## config.mk

```make
export PLATFORM = sky130hd
export DESIGN_NAME = display_flash_ctrl_flat
export DESIGN_NICKNAME = d
export VERILOG_FILES = /design/src/rtl/display_flash_ctrl_if.sv /design/src/rtl/display_flash_ctrl.sv /design/src/flat_wrapper.sv
export SDC_FILE = /design/constraint.sdc
export NUM_CORES = 1
export LEC_CHECK = 0
export ABC_AREA = 1
export CAP_MARGIN = 20
export CORE_UTILIZATION = 53
export DETAILED_ROUTE_END_ITERATION = 8
export GPL_TIMING_DRIVEN = 0
export PLACE_DENSITY = 0.78
export SYNTH_ARGS = -nofsm -noshare
export SYNTH_HDL_FRONTEND = slang
export SYNTH_SLANG_ARGS = --single-unit
export TNS_END_PERCENT = 50
```

## constraint.sdc

```tcl
create_clock -name clk -period 2.1 [get_ports clk]
set_input_delay 0.21 -clock clk [delete_from_list [all_inputs] [get_ports clk]]
set_output_delay 0.21 -clock clk [all_outputs]
set_load 0.01 [all_outputs]
```

## src/rtl/display_flash_ctrl_if.sv

```systemverilog
// Bundle of the blanker's data and control signals between the digit mux side
// and the 7-segment pin side.
interface display_flash_ctrl_if #(
  parameter int NUM_DIGITS = 4,
  parameter int SEG_W      = 7
);
  logic [1:0]            mode;
  logic [NUM_DIGITS-1:0] digit_mask;
  logic                  burst_start;
  logic [3:0]            burst_len;
  logic [NUM_DIGITS-1:0] anode_in;
  logic [SEG_W-1:0]      seg_in;
  logic                  dp_in;
  logic [NUM_DIGITS-1:0] anode;
  logic [SEG_W-1:0]      seg;
  logic                  dp;
  logic                  phase_on;
  logic                  burst_busy;

  modport master (
    output mode, digit_mask, burst_start, burst_len, anode_in, seg_in, dp_in,
    input  anode, seg, dp, phase_on, burst_busy
  );

  modport slave (
    input  mode, digit_mask, burst_start, burst_len, anode_in, seg_in, dp_in,
    output anode, seg, dp, phase_on, burst_busy
  );
endinterface

```

## src/rtl/display_flash_ctrl.sv

```systemverilog
// Clocked display blanker: self-timed slow/fast blink, per-digit masking,
// BLANK override and a counted one-shot flash burst. All outputs registered.
module display_flash_ctrl #(
  parameter int NUM_DIGITS  = 4,
  parameter int SEG_W       = 7,
  parameter int HALF_PERIOD = 25000000
) (
  input  logic                 clk,
  input  logic                 rst_n,
  display_flash_ctrl_if.slave  bus
);

  localparam int DIV_W = $clog2(HALF_PERIOD + 1);
  localparam logic [DIV_W-1:0] LIM_SLOW = DIV_W'(HALF_PERIOD - 1);
  localparam logic [DIV_W-1:0] LIM_FAST = DIV_W'(HALF_PERIOD / 4 - 1);
  localparam logic [1:0] MODE_STEADY = 2'b00;
  localparam logic [1:0] MODE_FAST   = 2'b10;
  localparam logic [1:0] MODE_BLANK  = 2'b11;

  typedef enum logic {S_IDLE, S_BURST} state_e;

  state_e                r_state;
  logic [1:0]            r_mode;
  logic [DIV_W-1:0]      r_div;
  logic                  r_phase;
  logic [3:0]            r_len;
  logic [3:0]            r_cnt;
  logic                  r_busy;
  logic [NUM_DIGITS-1:0] r_anode;
  logic [SEG_W-1:0]      r_seg;
  logic                  r_dp;

  logic [DIV_W-1:0]      w_lim;
  logic                  w_wrap;
  logic [NUM_DIGITS-1:0] w_blank;
  logic [NUM_DIGITS-1:0] w_anode;

  always_comb begin
    w_lim   = (r_state == S_IDLE && r_mode == MODE_FAST) ? LIM_FAST : LIM_SLOW;
    w_wrap  = (r_div == w_lim);
    w_blank = {NUM_DIGITS{~r_phase}} & bus.digit_mask;
    w_anode = bus.anode_in | w_blank;
  end

  always_ff @(posedge clk) begin
    if (!rst_n) begin
      r_state <= S_IDLE;
      r_mode  <= MODE_STEADY;
      r_div   <= '0;
      r_phase <= 1'b1;
      r_len   <= '0;
      r_cnt   <= '0;
      r_busy  <= 1'b0;
      r_anode <= '1;
      r_seg   <= '1;
      r_dp    <= 1'b1;
    end else begin
      r_mode <= bus.mode;
      if (r_state == S_IDLE) begin
        if (bus.burst_start && bus.burst_len != 4'd0) begin
          // The start itself is the first on-to-off edge, so the count begins at 1.
          r_state <= S_BURST;
          r_len   <= bus.burst_len;
          r_cnt   <= 4'd1;
          r_div   <= '0;
          r_phase <= 1'b0;
          r_busy  <= 1'b1;
        end else if (bus.mode != r_mode || r_mode == MODE_STEADY || r_mode == MODE_BLANK) begin
          r_div   <= '0;
          r_phase <= 1'b1;
        end else if (w_wrap) begin
          r_div   <= '0;
          r_phase <= ~r_phase;
        end else begin
          r_div <= r_div + DIV_W'(1);
        end
      end else begin
        if (w_wrap) begin
          r_div <= '0;
          if (r_phase && r_cnt == r_len) begin
            r_state <= S_IDLE;
            r_busy  <= 1'b0;
            r_phase <= 1'b1;
            r_cnt   <= '0;
          end else begin
            r_phase <= ~r_phase;
            if (r_phase) r_cnt <= r_cnt + 4'd1;
          end
        end else begin
          r_div <= r_div + DIV_W'(1);
        end
      end

      // BLANK wins over blinking; an all-off anode also forces segments dark.
      if (bus.mode == MODE_BLANK) begin
        r_anode <= '1;
        r_seg   <= '1;
        r_dp    <= 1'b1;
      end else begin
        r_anode <= w_anode;
        if (&w_anode) begin
          r_seg <= '1;
          r_dp  <= 1'b1;
        end else begin
          r_seg <= bus.seg_in;
          r_dp  <= bus.dp_in;
        end
      end
    end
  end

  assign bus.anode      = r_anode;
  assign bus.seg        = r_seg;
  assign bus.dp         = r_dp;
  assign bus.phase_on   = r_phase;
  assign bus.burst_busy = r_busy;

endmodule

```

## src/flat_wrapper.sv

```systemverilog
// flat-port wrapper written by rule: the top's interface ports become plain ports
module display_flash_ctrl_flat 
#(
  parameter int NUM_DIGITS  = 4,
  parameter int SEG_W       = 7,
  parameter int HALF_PERIOD = 25000000
)
  (clk, rst_n, bus_mode, bus_digit_mask, bus_burst_start, bus_burst_len, bus_anode_in, bus_seg_in, bus_dp_in, bus_anode, bus_seg, bus_dp, bus_phase_on, bus_burst_busy);
  display_flash_ctrl_if #(.NUM_DIGITS(NUM_DIGITS), .SEG_W(SEG_W)) bus_i ();
  input  logic clk;
  input  logic rst_n;
  input wire logic [$bits(bus_i.mode)-1:0] bus_mode;
  input wire logic [$bits(bus_i.digit_mask)-1:0] bus_digit_mask;
  input wire logic [$bits(bus_i.burst_start)-1:0] bus_burst_start;
  input wire logic [$bits(bus_i.burst_len)-1:0] bus_burst_len;
  input wire logic [$bits(bus_i.anode_in)-1:0] bus_anode_in;
  input wire logic [$bits(bus_i.seg_in)-1:0] bus_seg_in;
  input wire logic [$bits(bus_i.dp_in)-1:0] bus_dp_in;
  output wire logic [$bits(bus_i.anode)-1:0] bus_anode;
  output wire logic [$bits(bus_i.seg)-1:0] bus_seg;
  output wire logic [$bits(bus_i.dp)-1:0] bus_dp;
  output wire logic [$bits(bus_i.phase_on)-1:0] bus_phase_on;
  output wire logic [$bits(bus_i.burst_busy)-1:0] bus_burst_busy;
  assign bus_i.mode = bus_mode;
  assign bus_i.digit_mask = bus_digit_mask;
  assign bus_i.burst_start = bus_burst_start;
  assign bus_i.burst_len = bus_burst_len;
  assign bus_i.anode_in = bus_anode_in;
  assign bus_i.seg_in = bus_seg_in;
  assign bus_i.dp_in = bus_dp_in;
  assign bus_anode = bus_i.anode;
  assign bus_seg = bus_i.seg;
  assign bus_dp = bus_i.dp;
  assign bus_phase_on = bus_i.phase_on;
  assign bus_burst_busy = bus_i.burst_busy;
  display_flash_ctrl #(.NUM_DIGITS(NUM_DIGITS), .SEG_W(SEG_W), .HALF_PERIOD(HALF_PERIOD)) u_core (.clk(clk), .rst_n(rst_n), .bus(bus_i));
endmodule
```

==> metrics <==
asr flop ratio synth=0; area leader, netlist=dfxtp_1; Max-Slew Margin vs Limit=0.722; post-synthesis cell count=343; H-tree lvl count=2; CORE AREA=4410 sq um; P_leak=0.00121 uW; max_cap viols=0; DIE HEIGHT=70.4 microns; sequential area share after synthesis=0.404; Synth Area per Inst=7.22 sq um; layout cells sized above 1=0.0900; Via density=4.98; CTS tree=done; CTS resizes=0; nets=415; Die Area=4950 sq um; combinational cell fraction of total power=0.126; clock share of power=0.313; CTS buffer count=5; setup_tns=0 ps; FF+latch count, synth=50; number of global-route vias before repair=2,149; Worst VDD drop=0.000396 V; Critical Path End Type=flop; first-pass iteration count of the detailed router=4; pwr/cell area=594 nW/um^2; gr ovfl total=0; Root Buffer=clkbuf_8; GPL Wtd Cong=0.919; type of the worst setup path=reg2reg; initial antenna violation count=0; DRT iter0 DRCs=133; HP Class=in2reg; fin crit period=1800 ps; CP most frequent cell=nor2_1; distinct cell type count after synthesis=34; Max Clock Freq=555 MHz; ys flop type=dfxtp_1; first-pass GRT wire length=8.84 mm; P&R area growth vs syn=21.6%; # DRC=0; utilization after layout=0.682; n_diodes=0; worst-margin pin slew=418 ps; largest net degree at the start of global routing=17; Clock Path Buffers=2; part of the power in registers=0.561; CP max stage cell=dfxtp_1; Largest stage delay, worst path=370 ps; via count=2,195; final worst path period share=0.857; number of synthesized flops with an enable pin=0; Initial Utilization=0.561; routed len/inst=11.3 microns; WL final=5.01 mm; # Post-CTS Setup Buffers=0; status=complete, no violations; fin. max-slew vios=0; Critical Path RT=2300 ps; Sw Pwr=455 uW; Final Setup Violations=0; GRT Total Usage=0.216; Yosys top cell area share=0.404; clock skew=8.06 ps; fillers=381; design internal power=1330 uW; clk slew on worst S/H paths=90 ps; RSZ-0062 raised after global routing=false; clk_lat worst skew=300 ps; WP data arrival=2000 ps; worst path cell trace=ha_1 -> nand3_2 -> nand3b_1 -> nor2_1 -> nand4_2 -> o21ai_0 -> nor2_1; YS warnings=0; cell row count=24; top-level I/O count=39; ANT nets after route=0; count of final hold-check violations=0; CTS sink cnt=50; Sw Ratio=0.255; # port buffers=38; commonest cells in the netlist=nand2_1, nor2_1, dfxtp_1, inv_1, nand3_1; Post-Synthesis Cell Area=2480 sq um; Worst Setup Start Kind=flop; CTS Hold Bufs=0; DIE WIDTH=70.4 microns; largest fanout on the critical path=5; top-count cell post-synth=nand2_1; Synth Net Count=370; Area contributors post-synth=dfxtp_1, nand2_1, nor2_1; dpl hpwl=3.89 mm
## worst max-delay path: cells and delay by family (launching register included)
| kind | cells | cell delay, ps |
|---|---|---|
| simple gates | 5 | 780 |
| flops | 1 | 370 |
| compound gates | 1 | 310 |
| fa+ha+maj | 1 | 230 |
## flip-flops by register name (all words and copies together) (netlist names)
register	count
u_core.bus.anode	4
u_core.bus.burst_busy	1
u_core.bus.dp	1
u_core.bus.phase_on	1
u_core.bus.seg	7
u_core.r_cnt	4
u_core.r_div	25
u_core.r_len	4
u_core.r_mode	2
u_core.r_state	1
## path summary, 6_finish.rpt
check | from | to | slack, ps | cells after the start
setup / recovery | u_core.r_div[0] | u_core.r_state | 300 | 7
hold reg to reg | u_core.r_div[0] | u_core.r_div[0] | 460 | 1
setup reg to reg | u_core.r_div[0] | u_core.r_state | 300 | 7
hold / removal | bus_seg_in[5] | u_core.bus.seg[5] | 430 | 3
## cells by family (layout without fill, tap and decap cells)
logic type / count (synthesis) / in the layout / synth area share
adder cells (fa/ha/maj): 2 / 2 / 0.0101
XOR/XNOR: 23 / 23 / 0.0814
AO/OA/AOI/OAI: 28 / 28 / 0.0596
AND/OR/NAND/NOR: 190 / 190 / 0.361
buffers and inverters: 50 / 96 / 0.0834
flip-flops: 50 / 50 / 0.404
## stage by stage
stage	std cells	power [uW]	setup WS, ps	hold slack [ps]	instance area (sq um)
floorplan	343	1140	613	303	2480
global placement	433	1250	251	426	2920
detailed placement	433	1250	214	437	2920
CTS	441	1800	295	423	3010
global route	441	1870	179	436	3010
finish	441	1790	299	428	3010
## routing by layer
layer | track usage | part of all wire
met1 | 0.267 | 0.46
met2 | 0.372 | 0.48
met3 | 0.0563 | 0.051
met4 | 0.0533 | 0.0094
met5 | 0 | 0
## area by class of cell
type / instances / area [sq um] / area share
inverters: 44 / 165 / 0.0548
multi-input cells: 243 / 1270 / 0.421
plain buffers: 6 / 41.3 / 0.0137
clock inverters: 3 / 21.3 / 0.00706
repair buffers: 38 / 380 / 0.126
well taps: 52 / 65.1 / 0.0216
clock buffers: 5 / 68.8 / 0.0229
flip-flops and latches: 50 / 1000 / 0.332
## placed cells by master, fill, tap and decap left out, types with 2 or more instances in the layout
cell type / netlist / final
clkbuf_8: 0 / 5
inv_1: 42 / 42
nand3_4: 2 / 2
inv_2: 2 / 2
buf_2: 3 / 3
nor2_1: 58 / 58
xnor2_1: 4 / 4
o21ai_0: 15 / 15
dfxtp_1: 50 / 50
nor2_4: 4 / 4
nand3b_1: 3 / 3
nor3_1: 12 / 12
ha_1: 2 / 2
nand3_1: 22 / 22
nand2_2: 6 / 6
clkdlybuf4s50_1: 0 / 38
buf_6: 2 / 2
a21oi_1: 10 / 10
nand2_1: 68 / 68
nor2_2: 2 / 2
nand4_1: 3 / 3
xor2_1: 19 / 19
## power groups by stage
stage / clock [uW] / combinational [uW] / sequential (uW)
after CTS: 568 / 228 / 1000
after floorplan: 0 / 111 / 1030
after global placement: 0 / 222 / 1020
after global routing: 604 / 256 / 1010
after detailed placement: 0 / 226 / 1020
final: 559 / 226 / 1000
No activity file was read; power rests on OpenSTA's default activity.
==> edit: new RTL, same settings <==
`HALF_PERIOD` is set to 25000000 in 2 places; all go to 50000000.
--- a/src/rtl/display_flash_ctrl.sv
+++ b/src/rtl/display_flash_ctrl.sv
@@ -3,7 +3,7 @@
 module display_flash_ctrl #(
   parameter int NUM_DIGITS  = 4,
   parameter int SEG_W       = 7,
-  parameter int HALF_PERIOD = 25000000
+  parameter int HALF_PERIOD = 50000000
 ) (
   input  logic                 clk,
   input  logic                 rst_n,
--- a/src/flat_wrapper.sv
+++ b/src/flat_wrapper.sv
@@ -3,7 +3,7 @@
 #(
   parameter int NUM_DIGITS  = 4,
   parameter int SEG_W       = 7,
-  parameter int HALF_PERIOD = 25000000
+  parameter int HALF_PERIOD = 50000000
 )
   (clk, rst_n, bus_mode, bus_digit_mask, bus_burst_start, bus_burst_len, bus_anode_in, bus_seg_in, bus_dp_in, bus_anode, bus_seg, bus_dp, bus_phase_on, bus_burst_busy);
   display_flash_ctrl_if #(.NUM_DIGITS(NUM_DIGITS), .SEG_W(SEG_W)) bus_i ();
Behaviour: no difference found for any inputs over 10 cycles, from zero or initial values and one cycle with rst_n low; that may be too few to reach the edited logic, so the function may still have changed.
==> edit against the unedited design <==
  * Total power increased by 10%
  * Combinational power increased by 7%
  * Worst setup slack improved by 0.061 ns
  * Sequential cell count increased by 1
  * Count of clock-buffer cells in the layout increased by 1
  * Synthesized area increased by 1.4%
  * Largest cell class unchanged
  * Routed wire length decreased by 0.12%
  * Design area increased by 2.0%
  * Critical endpoint is now u_core.r_cnt[1]
  * Clock power increased by 26%
==> edit: results <==
set metrics [dict create \
    status "completed" \
    antenna_found_initial 0 \
    grt_max_degree 16 \
    hpwl_microns 3820 \
    yosysUniqueCellTypes 34 \
    drt_first_pass_iters 4 \
    leakage_nw 1.29 \
    clock_skew_ns 0.00488 \
    grt_use_total 0.218 \
    cts_setup_buffers 0 \
    cts.clk_slew.worst_paths_ns 0.09 \
    yosys-top-cells-area "dfxtp_1 (41%), nand2_1 (9.6%), nor2_1 (8.4%), xor2_1 (6.6%), inv_1 (6.0%)" \
    cts_buffers 5 \
    synth_warnings 0 \
    synth_commonest_cells "nand2_1 (64), nor2_1 (56), dfxtp_1 (51)" \
    htree_num_levels 2 \
    grt_pass1_wl_microns 8680 \
    use_met3 0.0484 \
    cts_buffer_depth 2 \
    cp_max_fo 5 \
    grt_pass1_vias 2006 \
    cp.arrival_ns 1.95 \
    top_register "u_core.r_div" \
    crit_slowest_cell "dfxtp_1" \
    synth_fp_nets 367 \
    drive_gt1_frac 0.124 \
    hp-class "input pin to flop" \
    place_area_sq_um 2960 \
    cp_slowest_stage_delay_ns 0.38 \
    root_buffer "clkbuf_8" \
    cpLargestDelayFamily "simple AND/OR/NAND/NOR gates" \
    wl_microns 5000 \
    p_sw_frac 0.234 \
    place_congestion 0.908 \
    antenna_cells 0 \
    post_cts_resized 0 \
    use_met1 0.282 \
    largest_reg_flops 26 \
    seq_area_frac_synth 0.407 \
    drtIter0Drc 103 \
    peakVddDrop_v 0.000435 \
    num-fill-cells 378 \
    maxSlewHeadroom 0.726 \
    async_flop_share 0 \
    clkLatencyLatePin_ns 0.30 \
    io_buffer_count 38 \
    use_met2 0.353 \
    nets 412 \
    vias_per_cell 5.05 \
]
## edit: per-layer routing
| layer | wire length (microns) | share of wire | up-vias |
|---|---|---|---|
| met5 | 0 | 0 | - |
| met4 | 92 | 0.018 | 0 |
| met3 | 307 | 0.061 | 11 |
| met2 | 2340 | 0.47 | 53 |
| met1 | 2260 | 0.45 | 990 |
| li1 | - | - | 1160 |
## edit: cells by family (layout without fill, tap and decap cells)
logic type,after synthesis,in the layout,synth area share
XOR/XNOR,22,22,0.0768
flip-flops,51,51,0.407
buffers and inverters,50,96,0.0872
adder cells (fa/ha/maj),2,2,0.00997
AO/OA/AOI/OAI,27,27,0.0588
AND/OR/NAND/NOR,188,188,0.360
## edit: final timing paths
kind | start | end | slack [ns] | depth (start not counted)
setup reg to reg | u_core.r_div[0] | u_core.r_cnt[1] | 0.36 | 9
hold reg to reg | u_core.r_div[0] | u_core.r_div[0] | 0.47 | 1
setup / recovery | u_core.r_div[0] | u_core.r_cnt[1] | 0.36 | 9
hold / removal | bus_seg_in[3] | u_core.bus.seg[3] | 0.42 | 3
## edit: power by group through the flow
stage,logic [mW],registers (mW),clock network [mW]
2_1_floorplan,0.126,1.05,0
3_3_place_gp,0.238,1.05,0
3_5_place_dp,0.241,1.05,0
4_1_cts,0.243,1.03,0.725
5_1_grt,0.272,1.03,0.769
6_report,0.241,1.03,0.706
## edit: per-stage QoR
| step | hold slack (ns) | utilization | worst slack, ns | instances |
|---|---|---|---|---|
| after floorplan | 0.303 | - | 0.647 | 340 |
| after global placement | 0.441 | 0.665 | 0.257 | 430 |
| after detailed placement | 0.449 | 0.665 | 0.235 | 430 |
| after CTS | 0.416 | 0.691 | 0.352 | 438 |
| after global routing | 0.431 | 0.691 | 0.217 | 438 |
| final | 0.422 | 0.691 | 0.360 | 438 |
## edit: layout make-up
cell class / instances / area [sq um] / share of cell area
multi-input cells: 239 / 1270 / 0.413
flip-flops and latches: 51 / 1020 / 0.332
repair buffers: 38 / 380 / 0.124
well taps: 52 / 65.1 / 0.0212
clock inverters: 2 / 35.0 / 0.0114
plain buffers: 4 / 46.3 / 0.0151
inverters: 46 / 173 / 0.0562
clock buffers: 6 / 82.6 / 0.0269
## edit: tightest hold or removal path, stage by stage
cell             delay, ns
clkdlybuf4s50_1       0.39
inv_1                 0.05
nand2_1               0.04
